[src/rtl/mac_sequencer.sv]
// mac_sequencer: clear / load / multiply / wait / accumulate sequencer for the MAC datapath,
// with abort, multiplier timeout and a sticky timeout error flag.
module mac_sequencer #(
    parameter int COUNT_W = 8,
    parameter int TIMEOUT = 64
) (
    input  logic               clk,
    input  logic               rst,
    input  logic               start,
    input  logic [COUNT_W-1:0] num_macs,
    input  logic               abort,
    input  logic               end_mult,
    output logic               clr_acc,
    output logic               load_mult,
    output logic               begin_mult,
    output logic               add,
    output logic               write_en,
    output logic [COUNT_W-1:0] wr_addr,
    output logic               busy,
    output logic               done,
    output logic               timeout_err,
    output logic [2:0]         state
);
    localparam logic [2:0] IDLE  = 3'd0;
    localparam logic [2:0] CLEAR = 3'd1;
    localparam logic [2:0] LOAD  = 3'd2;
    localparam logic [2:0] RUN   = 3'd3;
    localparam logic [2:0] WAIT  = 3'd4;
    localparam logic [2:0] ADD   = 3'd5;
    localparam logic [2:0] DONE  = 3'd6;
    localparam logic [2:0] ERROR = 3'd7;
    localparam int WW = TIMEOUT > 1 ? $clog2(TIMEOUT) : 1;
    localparam logic [WW-1:0] WLAST = WW'(TIMEOUT > 0 ? TIMEOUT - 1 : 0);

    logic [COUNT_W-1:0] idx, n_lat;
    logic [WW-1:0]      wait_cnt;
    logic               terr;

    always_ff @(posedge clk) begin
        if (rst) begin
            state    <= IDLE;
            idx      <= '0;
            n_lat    <= '0;
            wait_cnt <= '0;
            terr     <= 1'b0;
        end else if (abort && state != IDLE) begin
            state <= IDLE;
        end else begin
            case (state)
                IDLE: if (start) begin
                    n_lat <= num_macs;
                    idx   <= '0;
                    terr  <= 1'b0;
                    state <= CLEAR;
                end
                CLEAR: state <= n_lat == '0 ? DONE : LOAD;
                LOAD:  state <= RUN;
                RUN: begin
                    wait_cnt <= '0;
                    state    <= WAIT;
                end
                // a result arriving on the last allowed cycle still beats the timeout
                WAIT: if (end_mult) state <= ADD;
                      else if (TIMEOUT != 0 && wait_cnt == WLAST) state <= ERROR;
                      else wait_cnt <= wait_cnt + 1'b1;
                ADD: if (idx == n_lat - 1'b1) state <= DONE;
                     else begin
                         idx   <= idx + 1'b1;
                         state <= LOAD;
                     end
                ERROR: begin
                    terr  <= 1'b1;
                    state <= IDLE;
                end
                default: state <= IDLE;
            endcase
        end
    end

    assign clr_acc     = state == CLEAR;
    assign load_mult   = state == LOAD;
    assign begin_mult  = state == RUN;
    assign add         = state == ADD;
    assign write_en    = state == ADD;
    assign done        = state == DONE;
    assign busy        = state != IDLE;
    assign wr_addr     = idx;
    assign timeout_err = terr;
endmodule

[config.mk]
export PLATFORM = sky130hd
export DESIGN_NAME = mac_sequencer
export DESIGN_NICKNAME = d
export VERILOG_FILES = /design/src/rtl/mac_sequencer.sv
export SDC_FILE = /design/constraint.sdc
export NUM_CORES = 1
export LEC_CHECK = 0
export BUFFER_PORTS_ARGS = -buffer_cell sky130_fd_sc_hd__buf_2
export CELL_PAD_IN_SITES_DETAIL_PLACEMENT = 0
export CELL_PAD_IN_SITES_GLOBAL_PLACEMENT = 1
export CORE_ASPECT_RATIO = 0.75
export CORE_MARGIN = 2
export CORE_UTILIZATION = 30
export CTS_BUF_LIST = sky130_fd_sc_hd__clkbuf_4
export CTS_CLUSTER_DIAMETER = 100
export DETAILED_ROUTE_END_ITERATION = 6
export PLACE_DENSITY_LB_ADDON = 0.1
export SKIP_CTS_REPAIR_TIMING = 1
export SYNTH_ARGS = -nofsm -noshare
export SYNTH_HDL_FRONTEND = slang
export SYNTH_SLANG_ARGS = --single-unit
[constraint.sdc]
create_clock -name clk -period 2.6 [get_ports clk]
set_clock_uncertainty 0.1 [all_clocks]
set_input_delay 0.13 -clock clk [delete_from_list [all_inputs] [get_ports clk]]
set_output_delay 0.13 -clock clk [all_outputs]
set_load 0.03 [all_outputs]
======== Word-level counts from Yosys, hierarchy flattened ========
Index checks and enable logic that the tools add are counted.
operators by class
  $add $sub $neg .......................... 3
  eq/ne operators ......................... 14
  muxes and demuxes ....................... 14
  bitwise operators ....................... 1
  reductions and logical operators ........ 13
operators by type and width
  kind                                                 number
  one-hot mux 3 bit (6 select lines)                   1
  2-to-1 mux 8 bit                                     2
  one-hot mux 8 bit (2 select lines)                   1
  2-to-1 mux 3 bit                                     5
  equality test 3 bit, second input constant           4
  2-to-1 mux 6 bit                                     2
  one-hot mux 6 bit (2 select lines)                   1
  adder 8 x 1 -> 8 bit, second input constant          1
  equality test 8 bit                                  1
  logical NOT 8 bit                                    1
  != test 2 bit, second input constant                 4
  AND reduction 4 bit                                  2
  subtractor 8 x 1 -> 8 bit, second input constant     1
  adder 6 x 1 -> 6 bit, second input constant          1
  equality test 3 x 2 -> 1 bit, second input constant  2
  equality test 6 bit, second input constant           1
  AND reduction 3 bit                                  2
  nonzero test 2 bit                                   3
  equality test 3 x 1 -> 1 bit, second input constant  1
  logical NOT 3 bit                                    1
  != test 3 bit, second input constant                 1
  nonzero test 3 bit                                   1
  one-hot mux 1 bit (2 select lines)                   1
  AND reduction 2 bit                                  1
  other kinds (4)                                      4
word-level totals
  flip-flop bits (word level) ............. 26
  bits of input ports ..................... 13
  output and inout bits ................... 19
  logic and storage cells ................. 50

======== Depth between registers and ports, before layout ========
Gate-level depths: netlist (run 1).
  depth after elaboration ................. 4
  mapped depth ............................ 11
  gate-level depth less buffers ........... 8

======== Least setup slack after synthesis (run 1) ========
No wires, ideal clock.
  path type ............................... reg2reg
  start point ............................. register n_lat[0]
  end point ............................... register idx[7], in the netlist wr_addr[7]
  setup time .............................. 0.071 ns
  arrival ................................. 2.095 ns
  data required time ...................... 2.429 ns
  setup slack ............................. 0.334 ns
  stages on the path, launching flop included .. 11
  path buffers ............................ 2
  clock period less this slack ............ 2.266 ns
  cell sequence ........................... dfxtp_1 > buf_2 > inv_1 > ha_1 > buf_2 > xnor2_1 > and4b_1 > a41oi_1 > a211oi_4 > or4_1 > a21oi_1
between the ends
  longest elaborated chain between the ends .. 4
RTL lines
  what                           RTL line  source
  start: declaration             35        logic [COUNT_W-1:0] idx, n_lat;
  start signal: assignment       51        n_lat <= num_macs;
  subtractor 8 x 1 -> 8 bit      66        ADD: if (idx == n_lat - 1'b1) state <= DONE;
  equality test 8 bit            66
  != test 2 bit (no line)        -
  AND reduction 4 bit (no line)  -
  end signal: assignment         68        idx <= idx + 1'b1;
  end: declaration               35
Every way passes these cells.
A chain may end at the register's enable or synchronous reset.

======== Final worst setup path (run 1) ========
Same ends and word-level chain as after synthesis.

==> results of run 1 <==
==> placed cells by master, fill, tap and decap left out, types with 2 or more instances in the layout <==
cell type and count:
buf_2 31, nand2_1 26, dfxtp_1 26, a21oi_1 21, nor2_1 18, dlygate4sd3_1 9, nor3_1 7, xor2_1 7
xnor2_1 6, and2_1 5, nand2b_1 5, nand4_1 5, buf_4 5, inv_1 4, nand3_1 4, o21ai_1 4
or3_1 4, and3_1 3, o31ai_1 3, or4_1 3, ha_1 3, clkbuf_4 3, nor3b_1 2, nor2b_1 2
o21bai_1 2, o21ai_2 2, o21ai_0 2, a41oi_1 2, o2111ai_1 2
==> power groups by stage <==
stage | sequential (µW) | clock (µW) | combinational [µW]
6_report | 441 | 178 | 236
5_1_grt | 446 | 204 | 264
4_1_cts | 442 | 189 | 229
3_5_place_dp | 451 | 0 | 228
3_3_place_gp | 450 | 0 | 226
2_1_floorplan | 454 | 0 | 161
==> layout make-up <==
class,count,area share [%]
repair buffers,45,15.0
multi-input cells,156,51.3
well taps,60,3.99
clock buffers,3,1.20
inverters,4,0.798
flip-flops and latches,26,27.7
==> worst max-delay path by stage <==
stage                         from          to  slack [ns]  depth (start not counted)
final                     n_lat[0]  wr_addr[7]        0.17                          9
after global routing      n_lat[1]  wr_addr[7]        0.02                          9
after CTS                 n_lat[0]  wr_addr[7]        0.15                          9
after detailed placement  n_lat[0]  wr_addr[7]        0.19                          9
after global placement    n_lat[0]  wr_addr[3]        0.26                          9
after floorplan           n_lat[0]  wr_addr[7]        0.33                         10
==> sequential cells by signal, indices dropped and copies added (netlist names) <==
| signal | count |
|---|---|
| n_lat | 8 |
| timeout_err | 1 |
| state | 3 |
| wr_addr | 8 |
| wait_cnt | 6 |
==> logic make-up (layout without fill, tap and decap cells) <==
logic type                 count (synthesis)  count (layout)
AOI/OAI and AO/OA                         47              47
xor gates and xnor gates                  13              13
adders and majority gates                  3               3
buffers and inverters                     15              52
DFF                                       26              26
muxes                                      2               2
and+or+nand+nor                           91              91
==> synthesized netlist by cell type (all sizes together), types with 4 or more instances <==
library cell,count
clkbuf,5
xnor2,6
nor2,18
buf,6
nand2b,5
nand4,5
inv,4
nand3,4
and2,5
or3,4
nor3,7
xor2,7
dfxtp,26
a21oi,21
nand2,26
o21ai,8
==> per-layer routing <==
metal  up-vias  part of all wire (%)
li1        771                     -
met1       691                    51
met3         4                   4.7
met2        31                    43
met5         -                     0
met4         0                  0.92
==> through the flow <==
| step | setup WS [ns] | std cells | hold slack, ns |
|---|---|---|---|
| after floorplan | 0.334 | 197 | 0.0946 |
| after global placement | 0.261 | 282 | 0.270 |
| after detailed placement | 0.189 | 282 | 0.281 |
| after CTS | 0.148 | 285 | -0.0822 |
| after global routing | 0.0225 | 294 | 0.0660 |
| final | 0.167 | 294 | 0.0642 |
==> worst max-delay path: stages (launching register included) <==
cell and delay, ns:
dfxtp_1 0.35, inv_1 0.04, ha_1 0.31, xnor2_1 0.16, and4b_1 0.17, a41oi_1 0.26, a211oi_4 0.09, buf_4 0.20
or4_1 0.51, a21oi_1 0.16
==> summary.md, run 1 <==
| Metric | Value |
|---|---|
| Status | complete, no violations |
| Syn Std Cell Area | 0.00156 mm² |
| VDD IR max | 139 µV |
| Ys Warns | 0 |
| R2R Path End | wr_addr[7] |
| Sequential power share | 51.6% |
| Avg Vias per Cell | 5.09 |
| ANT cells | 0 |
| Critical R2R Launch | n_lat[0] |
| Multi-input gate area | 965 µm² |
| Clk network pwr share | 20.8% |
| Hold Crit Class | in -> reg |
| Input/output buffers | 31 |
| Cell taking the most area after synthesis | dfxtp_1 |
| FF-to-FF path depth | 9 |
| Hpwl dp | 3000 µm |
| FF-to-FF setup slack | 0.17 ns |
| Chip width | 87.2 µm |
| First-pass GRT wire length | 6640 µm |
| DRC | 0 |
| Post-route ant nets | 0 |
| CTS tree | built |
| Die area | 0.00579 mm² |
| Root Driver | clkbuf_4 |
| Logic pwr share | 27.7% |
| Slew HR | 76.7% |
| Clk buf depth | 2 |
| Die Span Y | 66.4 µm |
| Post-synthesis simple-gate area fraction | 30.8% |
| Syn Inst Count | 197 |
| Core box area | 0.00495 mm² |
| Min-delay src | rst |
| Seq cells post-synth | 26 |
| DR vias | 1,497 |
| Top achievable clock speed | 411 MHz |
| Final cycle utilization of the critical path | 93.6% |
| Total chip power | 855 µW |
| Critical Path End Type | register |
| Startpoint Class | register |
| P_leak | 0.000786 µW |
| Largest family of logic cells by synthesized area | simple AND/OR/NAND/NOR gates |
| Min Tclk post-route | 2.43 ns |
| Crit Path Category | reg -> reg |
| Mux contribution to synthesized area | 1.37% |
| Crit path required time | 2.76 ns |
| Final setup fails | 0 |
| Clock H-tree levels | 1 |
| Met3 Use GR | 3.62% |
| Layout cells sized above 1 | 20.1% |
| GRT Max-Usage Layer | met2 |
| Top_reg_cell synth | dfxtp_1 |
| NetSw | 289 µW |
| GRT met2 Usage | 23.7% |
| Crit Path Max Fanout | 17 |
| Slew @ Worst Pin | 0.349 ns |
| Area contributors post-synth | dfxtp_1 33%, a21oi_1 6.7%, nand2_1 6.3% |
| P_int | 567 µW |
| TNS Setup | 0 ns |
| P per Cell Area | 455 mW/mm² |
| # fillers | 549 |
| Nets | 252 |
| Area after DPL | 0.00177 mm² |
| Max-cap violation count | 0 |
| Synth Area in Compound Gates | 20.1% |
| Initial Utilization | 31.4% |
| Final slew viol count | 0 |
| Clk_lat worst skew | 0.32 ns |
| Largest net degree at the start of global routing | 18 |
| CP Data Arrival Time | 2.60 ns |
| Mapped Nets | 213 |
| EDFF count, synth | 0 |
| GP Congestion | 0.760 |
| GRT Resource Usage Total | 14.5% |
| Total CTS buffers | 3 |
| IO Pins | 32 |
| Ys async rst share | 0% |
| Clk sinks | 26 |
| Initial DRC count | 21 |
| Drt wl/cell | 13.3 µm |
| Syn avg cell area | 7.91 µm² |
| GR Util met1 | 19.4% |
| Row cnt | 22 |
| Hold Violations, Final | 0 |
| Post-synthesis xor/xnor area fraction | 7.31% |
| Worst Hold End | wait_cnt[1] |
| Switching share of power | 33.7% |
| Clock-pin slew on the worst setup and hold paths | 0.15 ns |
| Storage element area | 520 µm² |
| Grt ovf | 0 |
| Sequential-to-total area share from yosys stat | 33.4% |
| Fin util | 38.0% |
| Yosys top cell area share | 33.4% |
| DRT Wirelength | 3920 µm |
| 1st-pass router iterations | 4 |
| Final instance area | 0.00188 mm² |
| RSZ-0062 raised after global routing | false |
| Adder-cell share of the synthesized area | 2.41% |
| Unique masters post-synth | 47 |
| Area Overhead vs Synth | 20.7% |
| Vias in the first global route | 1,439 |
| Initial antenna violation count | 0 |
| WHS Path Cells | 2 |
No activity file was read; power rests on OpenSTA's default activity.
==> run 2, diff against run 1 <==
--- a/config.mk
+++ b/config.mk
@@ -8,12 +8,13 @@
 export BUFFER_PORTS_ARGS = -buffer_cell sky130_fd_sc_hd__buf_2
 export CELL_PAD_IN_SITES_DETAIL_PLACEMENT = 0
 export CELL_PAD_IN_SITES_GLOBAL_PLACEMENT = 1
-export CORE_ASPECT_RATIO = 0.75
+export CORE_ASPECT_RATIO = 0.7
 export CORE_MARGIN = 2
 export CORE_UTILIZATION = 30
 export CTS_BUF_LIST = sky130_fd_sc_hd__clkbuf_4
 export CTS_CLUSTER_DIAMETER = 100
 export DETAILED_ROUTE_END_ITERATION = 6
+export MAX_ROUTING_LAYER = met4
 export PLACE_DENSITY_LB_ADDON = 0.1
 export SKIP_CTS_REPAIR_TIMING = 1
 export SYNTH_ARGS = -nofsm -noshare
==> constraint.sdc (replaced) <==
create_clock -name clk -period 2.1 [get_ports clk]
set_clock_uncertainty 0.1 [all_clocks]
set_input_delay 0.105 -clock clk [delete_from_list [all_inputs] [get_ports clk]]
set_output_delay 0.105 -clock clk [all_outputs]
set_load 0.03 [all_outputs]
==> run 2 against run 1 <==
Compared with the run above: highest routed layer unchanged; routed wire length up 7.7%; maximum frequency up 17%; flip-flop and latch count unchanged; sequential share of layout area down 2.2 points; sequential power up 25%; design area up 10%; clock-buffer cell count unchanged; worst hold slack worse by 0.024 ns; power up 33%; worst setup slack worse by 0.14 ns; core utilization up 4.5 points.
==> summary.md, run 2 (same netlist as run 1, synthesis figures left out) <==
| Metric | Value |
|---|---|
| CP cell instances | inv_2 > ha_4 > xnor2_1 > and4b_1 > a41oi_2 > a211oi_4 > buf_12 > or4_4 > a21oi_2 |
| Chip width | 90.1 µm (+3.3%) |
| Placed instance count | 298 (+5.7%) |
| CP max stage delay | 0.42 ns (-0.09 ns) |
| Wire length on met2 | 1800 µm (+6.8%) |
| Storage element area | 528 µm² (+1.4%) |
| Critical Path End Type | register |
| First-pass GRT wire length | 6930 µm (+4.5%) |
| Clk sinks | 26 (unchanged) |
| Multi-input gate area | 0.00103 mm² (+7.1%) |
| Commonest cells after routing, fill and taps aside | 31 x buf_2, 26 x nand2_1, 20 x dfxtp_1 |
| P per Cell Area | 550 mW/mm² (+21%) |
| VDD IR max | 199 µV (+43%) |
| Cell Count, Final, Fillers Out | 316 (+7.5%) |
| Clk_lat worst skew | 0.33 ns (about the same) |
| Status | complete, no violations |
| Crit Path Category | reg -> reg |
| Final cycle utilization of the critical path | 98.7% (+5.1 points) |
| Layout cells sized above 1 | 31.6% (+11 points) |
| RSZ-0062 raised after global routing | true |
| Hold Violations, Final | 0 (unchanged) |
| Grt ovf | 0 (unchanged) |
| GP Congestion | 0.815 (+7.3%) |
| Clock H-tree levels | 1 (unchanged) |
| WL met3 | 152 µm (-18%) |
| Root Driver | clkbuf_4 |
| Total chip power | 1140 µW (+33%) |
| Slew HR | 74.1% (-2.6 points) |
| Clock-pin slew on the worst setup and hold paths | 0.15 ns (about the same) |
| Min-delay src | rst |
| Post-route ant nets | 0 (unchanged) |
| Initial antenna violation count | 0 (unchanged) |
| Vias in the first global route | 1,438 (-0.069%) |
| Die area | 0.00579 mm² (about the same) |
| Row cnt | 21 (-4.5%) |
| Top achievable clock speed | 482 MHz (+17%) |
| Final Hold Slack | 0.0406 ns (-0.0236 ns) |
| WL met1 | 2250 µm (+12%) |
| CTS tree | built |
| Core box area | 0.00489 mm² (-1.4%) |
| Slowest stage cell, crit path | or4_4 |
| Final slew viol count | 0 (unchanged) |
| DR vias | 1,548 (+3.4%) |
| Nets | 264 (+4.8%) |
| WHS Path Cells | 2 (unchanged) |
| Area Overhead vs Synth | 33.2% |
| Avg Vias per Cell | 4.90 (-3.8%) |
| # fillers | 515 (-6.2%) |
| Initial Utilization | 31.9% (+0.43 points) |
| Initial DRC count | 62 (+200%) |
| Bufs and invs on worst path | 2 (unchanged) |
| Min Tclk post-route | 2.07 ns (-0.360 ns) |
| Total CTS buffers | 3 (unchanged) |
| Max-cap violation count | 0 (unchanged) |
| Slew @ Worst Pin | 0.388 ns (+0.0386 ns) |
| GRT Resource Usage Total | 15.3% (+0.80 points) |
| IO Pins | 32 (unchanged) |
| P_leak | 0.000863 µW (+9.9%) |
| Critical path's top delay family | simple AND/OR/NAND/NOR gates |
| Most common cell after layout, fill and taps aside | buf_2 |
| Startpoint Class | register |
| Crit Path Max Fanout | 17 (unchanged) |
| Crit path required time | 2.28 ns (-0.48 ns) |
| DR top layer | met4 |
| Clk buf depth | 2 (unchanged) |
| DRC | 0 (unchanged) |
| TNS Setup | 0 ns (unchanged) |
| Drt wl/cell | 13.4 µm (+0.21%) |
| DRT Wirelength | 4220 µm (+7.7%) |
| Hold Crit Class | in -> reg |
| ANT cells | 0 (unchanged) |
| Die Span Y | 64.3 µm (-3.2%) |
| 1st-pass router iterations | 5 (+1) |
| Largest net degree at the start of global routing | 18 (unchanged) |
| FF-to-FF path depth | 9 (unchanged) |
| CP Data Arrival Time | 2.25 ns (-0.35 ns) |
| Critical R2R Launch | n_lat[1] |
| Final setup fails | 0 (unchanged) |
| Hpwl dp | 3090 µm (+2.9%) |
| Input/output buffers | 31 (unchanged) |
| FF-to-FF setup slack | 0.03 ns (-0.14 ns) |
| Worst Hold End | wait_cnt[0] |
| R2R Path End | wr_addr[3] |
## run 2: worst max path at each step
stage,from,cells past startpoint,to
floorplan,wr_addr[2],8,state[2]
global placement,n_lat[0],9,wr_addr[3]
detailed placement,n_lat[3],7,wr_addr[3]
CTS,n_lat[3],7,wr_addr[3]
global route,n_lat[1],9,wr_addr[3]
finish,n_lat[1],9,wr_addr[3]
## run 2: worst reg2reg max path: cells and delay by family, from the launching register on
kind,cells,cell delay (ns)
AOI/OAI and AO/OA,3,0.44
buffers and inverters,2,0.19
DFF,1,0.36
and+or+nand+nor,2,0.61
adders and majority gates,1,0.19
xor gates and xnor gates,1,0.13
## run 2: layer usage
| metal | GRT usage, % | vias to the layer above |
|---|---|---|
| li1 | - | 801 |
| met1 | 21.0 | 722 |
| met2 | 22.6 | 23 |
| met3 | 4.13 | 2 |
| met4 | 3.08 | 0 |
| met5 | - | - |
## run 2: area by class of cell
type                       instances  area share (%)
clock buffer                       3            1.09
clock inverter                     1           0.181
inverter                           4           0.724
multi-input combinational        156            49.8
sequential                        26            25.5
tap                               69            4.16
timing repair buffer              57            18.6
## run 2: through the flow
stage	util, %	setup slack, ns	cell area (µm²)
after detailed placement	38.2	-0.00382	1870
after global routing	42.4	-0.0449	2070
final	42.4	0.0269	2070
after global placement	38.2	0.0601	1870
after floorplan	-	0.00351	1590
after CTS	38.7	-0.0567	1890
## run 2: report_power, final
part	internal (µW)	switching [µW]	total (µW)
logic	166	196	362
clock network	69.9	157	227
registers	516	35.1	551
total	752	389	1140
==> run 3, diff against run 2 <==
--- a/config.mk
+++ b/config.mk
@@ -5,6 +5,7 @@
 export SDC_FILE = /design/constraint.sdc
 export NUM_CORES = 1
 export LEC_CHECK = 0
+export ABC_AREA = 1
 export BUFFER_PORTS_ARGS = -buffer_cell sky130_fd_sc_hd__buf_2
 export CELL_PAD_IN_SITES_DETAIL_PLACEMENT = 0
 export CELL_PAD_IN_SITES_GLOBAL_PLACEMENT = 1
==> run 3 against run 2 <==
Compared with the run above: core utilization shrank 4.3 points; final cell count up 15%; synthesized area grew 4.3%; largest cell class unchanged; design area shrank 3.9%; global-route usage up 1.2 points.
==> summary.md, run 3 <==
| Metric | Value |
|---|---|
| Seq cells post-synth | 26 (unchanged) |
| Worst Setup EP | wr_addr[4] |
| Most common cell after layout, fill and taps aside | nand2_1 |
| Initial Utilization | 31.1% (-0.82 points) |
| Hpwl dp | 3560 µm (+15%) |
| Cell taking the most area after synthesis | dfxtp_1 |
| P_int | 867 µW (+15%) |
| CP Data Arrival Time | 2.06 ns (-0.19 ns) |
| IO Pins | 32 (unchanged) |
| GRT Resource Usage Total | 16.4% (+1.2 points) |
| Slew HR | 68.6% (-5.5 points) |
| Status | complete, no violations |
| Syn avg cell area | 6.55 µm² (-17%) |
| Clock H-tree levels | 1 (unchanged) |
| GRT Max-Usage Layer | met1 |
| CP startpoint | n_lat[0] |
| Clk network pwr share | 14.5% (-5.4 points) |
| Logic pwr share | 46.6% (+15 points) |
| Crit Path Category | reg -> reg |
| FF-to-FF setup slack | 0.21 ns (+0.19 ns) |
| Critical Path End Type | register |
| Top_reg_cell synth | dfxtp_1 |
| Vias in the first global route | 1,529 (+6.3%) |
| DR vias | 1,650 (+6.6%) |
| Sequential-to-total area share from yosys stat | 32.0% (-1.4 points) |
| GR Util met1 | 25.1% (+4.0 points) |
| Min Tclk post-route | 1.89 ns (-0.187 ns) |
| Die area | 0.00603 mm² (+4.0%) |
| Commonest cells after routing, fill and taps aside | 60 x nand2_1, 31 x buf_2, 28 x nor2_1 |
| Syn Std Cell Area | 0.00162 mm² (+4.3%) |
| Clk buf depth | 2 (unchanged) |
| P per Cell Area | 798 mW/mm² (+45%) |
| Syn Inst Count | 248 (+26%) |
| # fillers | 618 (+20%) |
| R2R Path End | wr_addr[4] |
| Clk_lat worst skew | 0.33 ns (about the same) |
| Area after DPL | 0.00186 mm² (-0.20%) |
| VDD IR max | 355 µV (+79%) |
| CTS tree | built |
| Row cnt | 22 (+4.8%) |
| Drt wl/cell | 12.6 µm (-5.6%) |
| DRT Wirelength | 4560 µm (+8.2%) |
| GP Congestion | 0.811 (-0.54%) |
| Hold Violations, Final | 0 (unchanged) |
| FF-to-FF path depth | 12 (+3) |
| Crit Path Max Fanout | 10 (-7) |
| Slew @ Worst Pin | 0.467 ns (+0.0788 ns) |
| Top achievable clock speed | 530 MHz (+9.9%) |
| EDFF count, synth | 0 (unchanged) |
| Crit path required time | 2.27 ns (about the same) |
| Final slew viol count | 0 (unchanged) |
| Area contributors post-synth | dfxtp_1 32%, nand2_1 14%, a21oi_1 6.8% |
| Nets | 307 (+16%) |
| 1st-pass router iterations | 4 (-1) |
| Hold Crit Class | in -> reg |
| Input/output buffers | 31 (unchanged) |
| GRT met2 Usage | 22.6% (+0.054 points) |
| Core box area | 0.00523 mm² (+7.0%) |
| Final instance area | 0.00199 mm² (-3.9%) |
| Unique masters post-synth | 27 (-43%) |
| NetSw | 723 µW (+86%) |
| First-pass GRT wire length | 7620 µm (+10%) |
| Critical R2R Launch | n_lat[0] |
| Ys async rst share | 0% (unchanged) |
| Ys Warns | 0 (unchanged) |
| Final setup fails | 0 (unchanged) |
| Max-cap violation count | 0 (unchanged) |
| Initial antenna violation count | 0 (unchanged) |
| Startpoint Class | register |
| DRC | 0 (unchanged) |
| RSZ-0062 raised after global routing | false |
| Final cycle utilization of the critical path | 89.8% (-8.9 points) |
| ANT cells | 0 (unchanged) |
| Yosys top cell area share | 32.0% (-1.4 points) |
| Count leader, synth | nand2_1 |
| Sequential power share | 38.9% (-9.4 points) |
| Post-route ant nets | 0 (unchanged) |
| Total CTS buffers | 3 (unchanged) |
| Layout cells sized above 1 | 20.3% (-11 points) |
| Met3 Use GR | 3.21% (-0.92 points) |
| P_leak | 0.000885 µW (+2.4%) |
| Root Driver | clkbuf_4 |
| Synth top cells by count | 60 x nand2_1, 29 x nor2_1, 26 x dfxtp_1, 24 x inv_1, 22 x a21oi_1 |
| Switching share of power | 45.5% (+11 points) |
| Die Span Y | 65.6 µm (+2.0%) |
| Total chip power | 1590 µW (+40%) |
| Grt ovf | 0 (unchanged) |
| Area Overhead vs Synth | 22.7% |
| Chip width | 91.9 µm (+2.0%) |
| Largest net degree at the start of global routing | 17 (-1) |
| Fin util | 38.1% (-4.3 points) |
| Mapped Nets | 264 (+24%) |
| Avg Vias per Cell | 4.56 (-7.0%) |
| Initial DRC count | 74 (+19%) |
| Clock-pin slew on the worst setup and hold paths | 0.15 ns (about the same) |
| TNS Setup | 0 ns (unchanged) |
| Clk sinks | 26 (unchanged) |
## run 3: cell count changes after synthesis, moves of 7 or more
cell     delta
nand2_1    +34
inv_1      +20
inv_2       +7
nand3_1    +13
o21ai_0    +12
nor2_1     +11
## run 3: worst min-delay path by stage
stage | from | to | slack [ns] | cells after the start
floorplan | num_macs[7] | n_lat[7] | 0.15 | 2
global placement | num_macs[5] | n_lat[5] | 0.27 | 3
detailed placement | num_macs[7] | n_lat[7] | 0.27 | 3
CTS | num_macs[7] | n_lat[7] | -0.11 | 3
global route | start | n_lat[5] | 0.05 | 5
finish | start | state[0] | 0.03 | 3
## run 3: area by class of cell
class,count,area (µm²),share of cell area (%)
multi-input combinational,185,962,48.3
sequential,26,520,26.1
timing repair buffer,44,278,13.9
inverter,31,116,5.84
tap,72,90.1,4.52
clock buffer,3,22.5,1.13
clock inverter,1,3.75,0.188
## run 3: cell families after synthesis
kind of cell	synth area share (%)
buffers and inverters	9.01
adders and majority gates	2.31
and+or+nand+nor	36.5
xor gates and xnor gates	6.47
DFF	32.0
AOI/OAI and AO/OA	13.6
## run 3: critical path, cell delays in order (launching register included)
cell and delay (ns):
dfxtp_1 0.35, inv_1 0.08, ha_2 0.25, nand2_1 0.08
nor2_2 0.14, nand2_1 0.07, nand3_1 0.08, nand2_1 0.05
nor2_1 0.19, nand2_4 0.13, nand2_4 0.13, nand2_1 0.06
a21oi_1 0.12
## run 3: power groups by stage
| stage | clock, µW | sequential (µW) | combinational, µW |
|---|---|---|---|
| floorplan | 0 | 659 | 497 |
| global placement | 0 | 631 | 727 |
| detailed placement | 0 | 629 | 720 |
| CTS | 239 | 618 | 724 |
| global route | 260 | 630 | 831 |
| finish | 230 | 619 | 741 |
## run 3: stage by stage
stage | hold slack (ns) | setup WS [ns] | std cells
after global routing | 0.0527 | 0.00789 | 362
after CTS | -0.111 | 0.115 | 352
final | 0.0271 | 0.214 | 362
after detailed placement | 0.270 | 0.156 | 348
after floorplan | 0.148 | 0.0422 | 248
after global placement | 0.266 | 0.232 | 348
## run 3: metal layers
layer	share of wire, %	up-vias
li1	-	886
met1	58	736
met2	38	26
met3	2.8	2
met4	0.42	0
met5	0	-
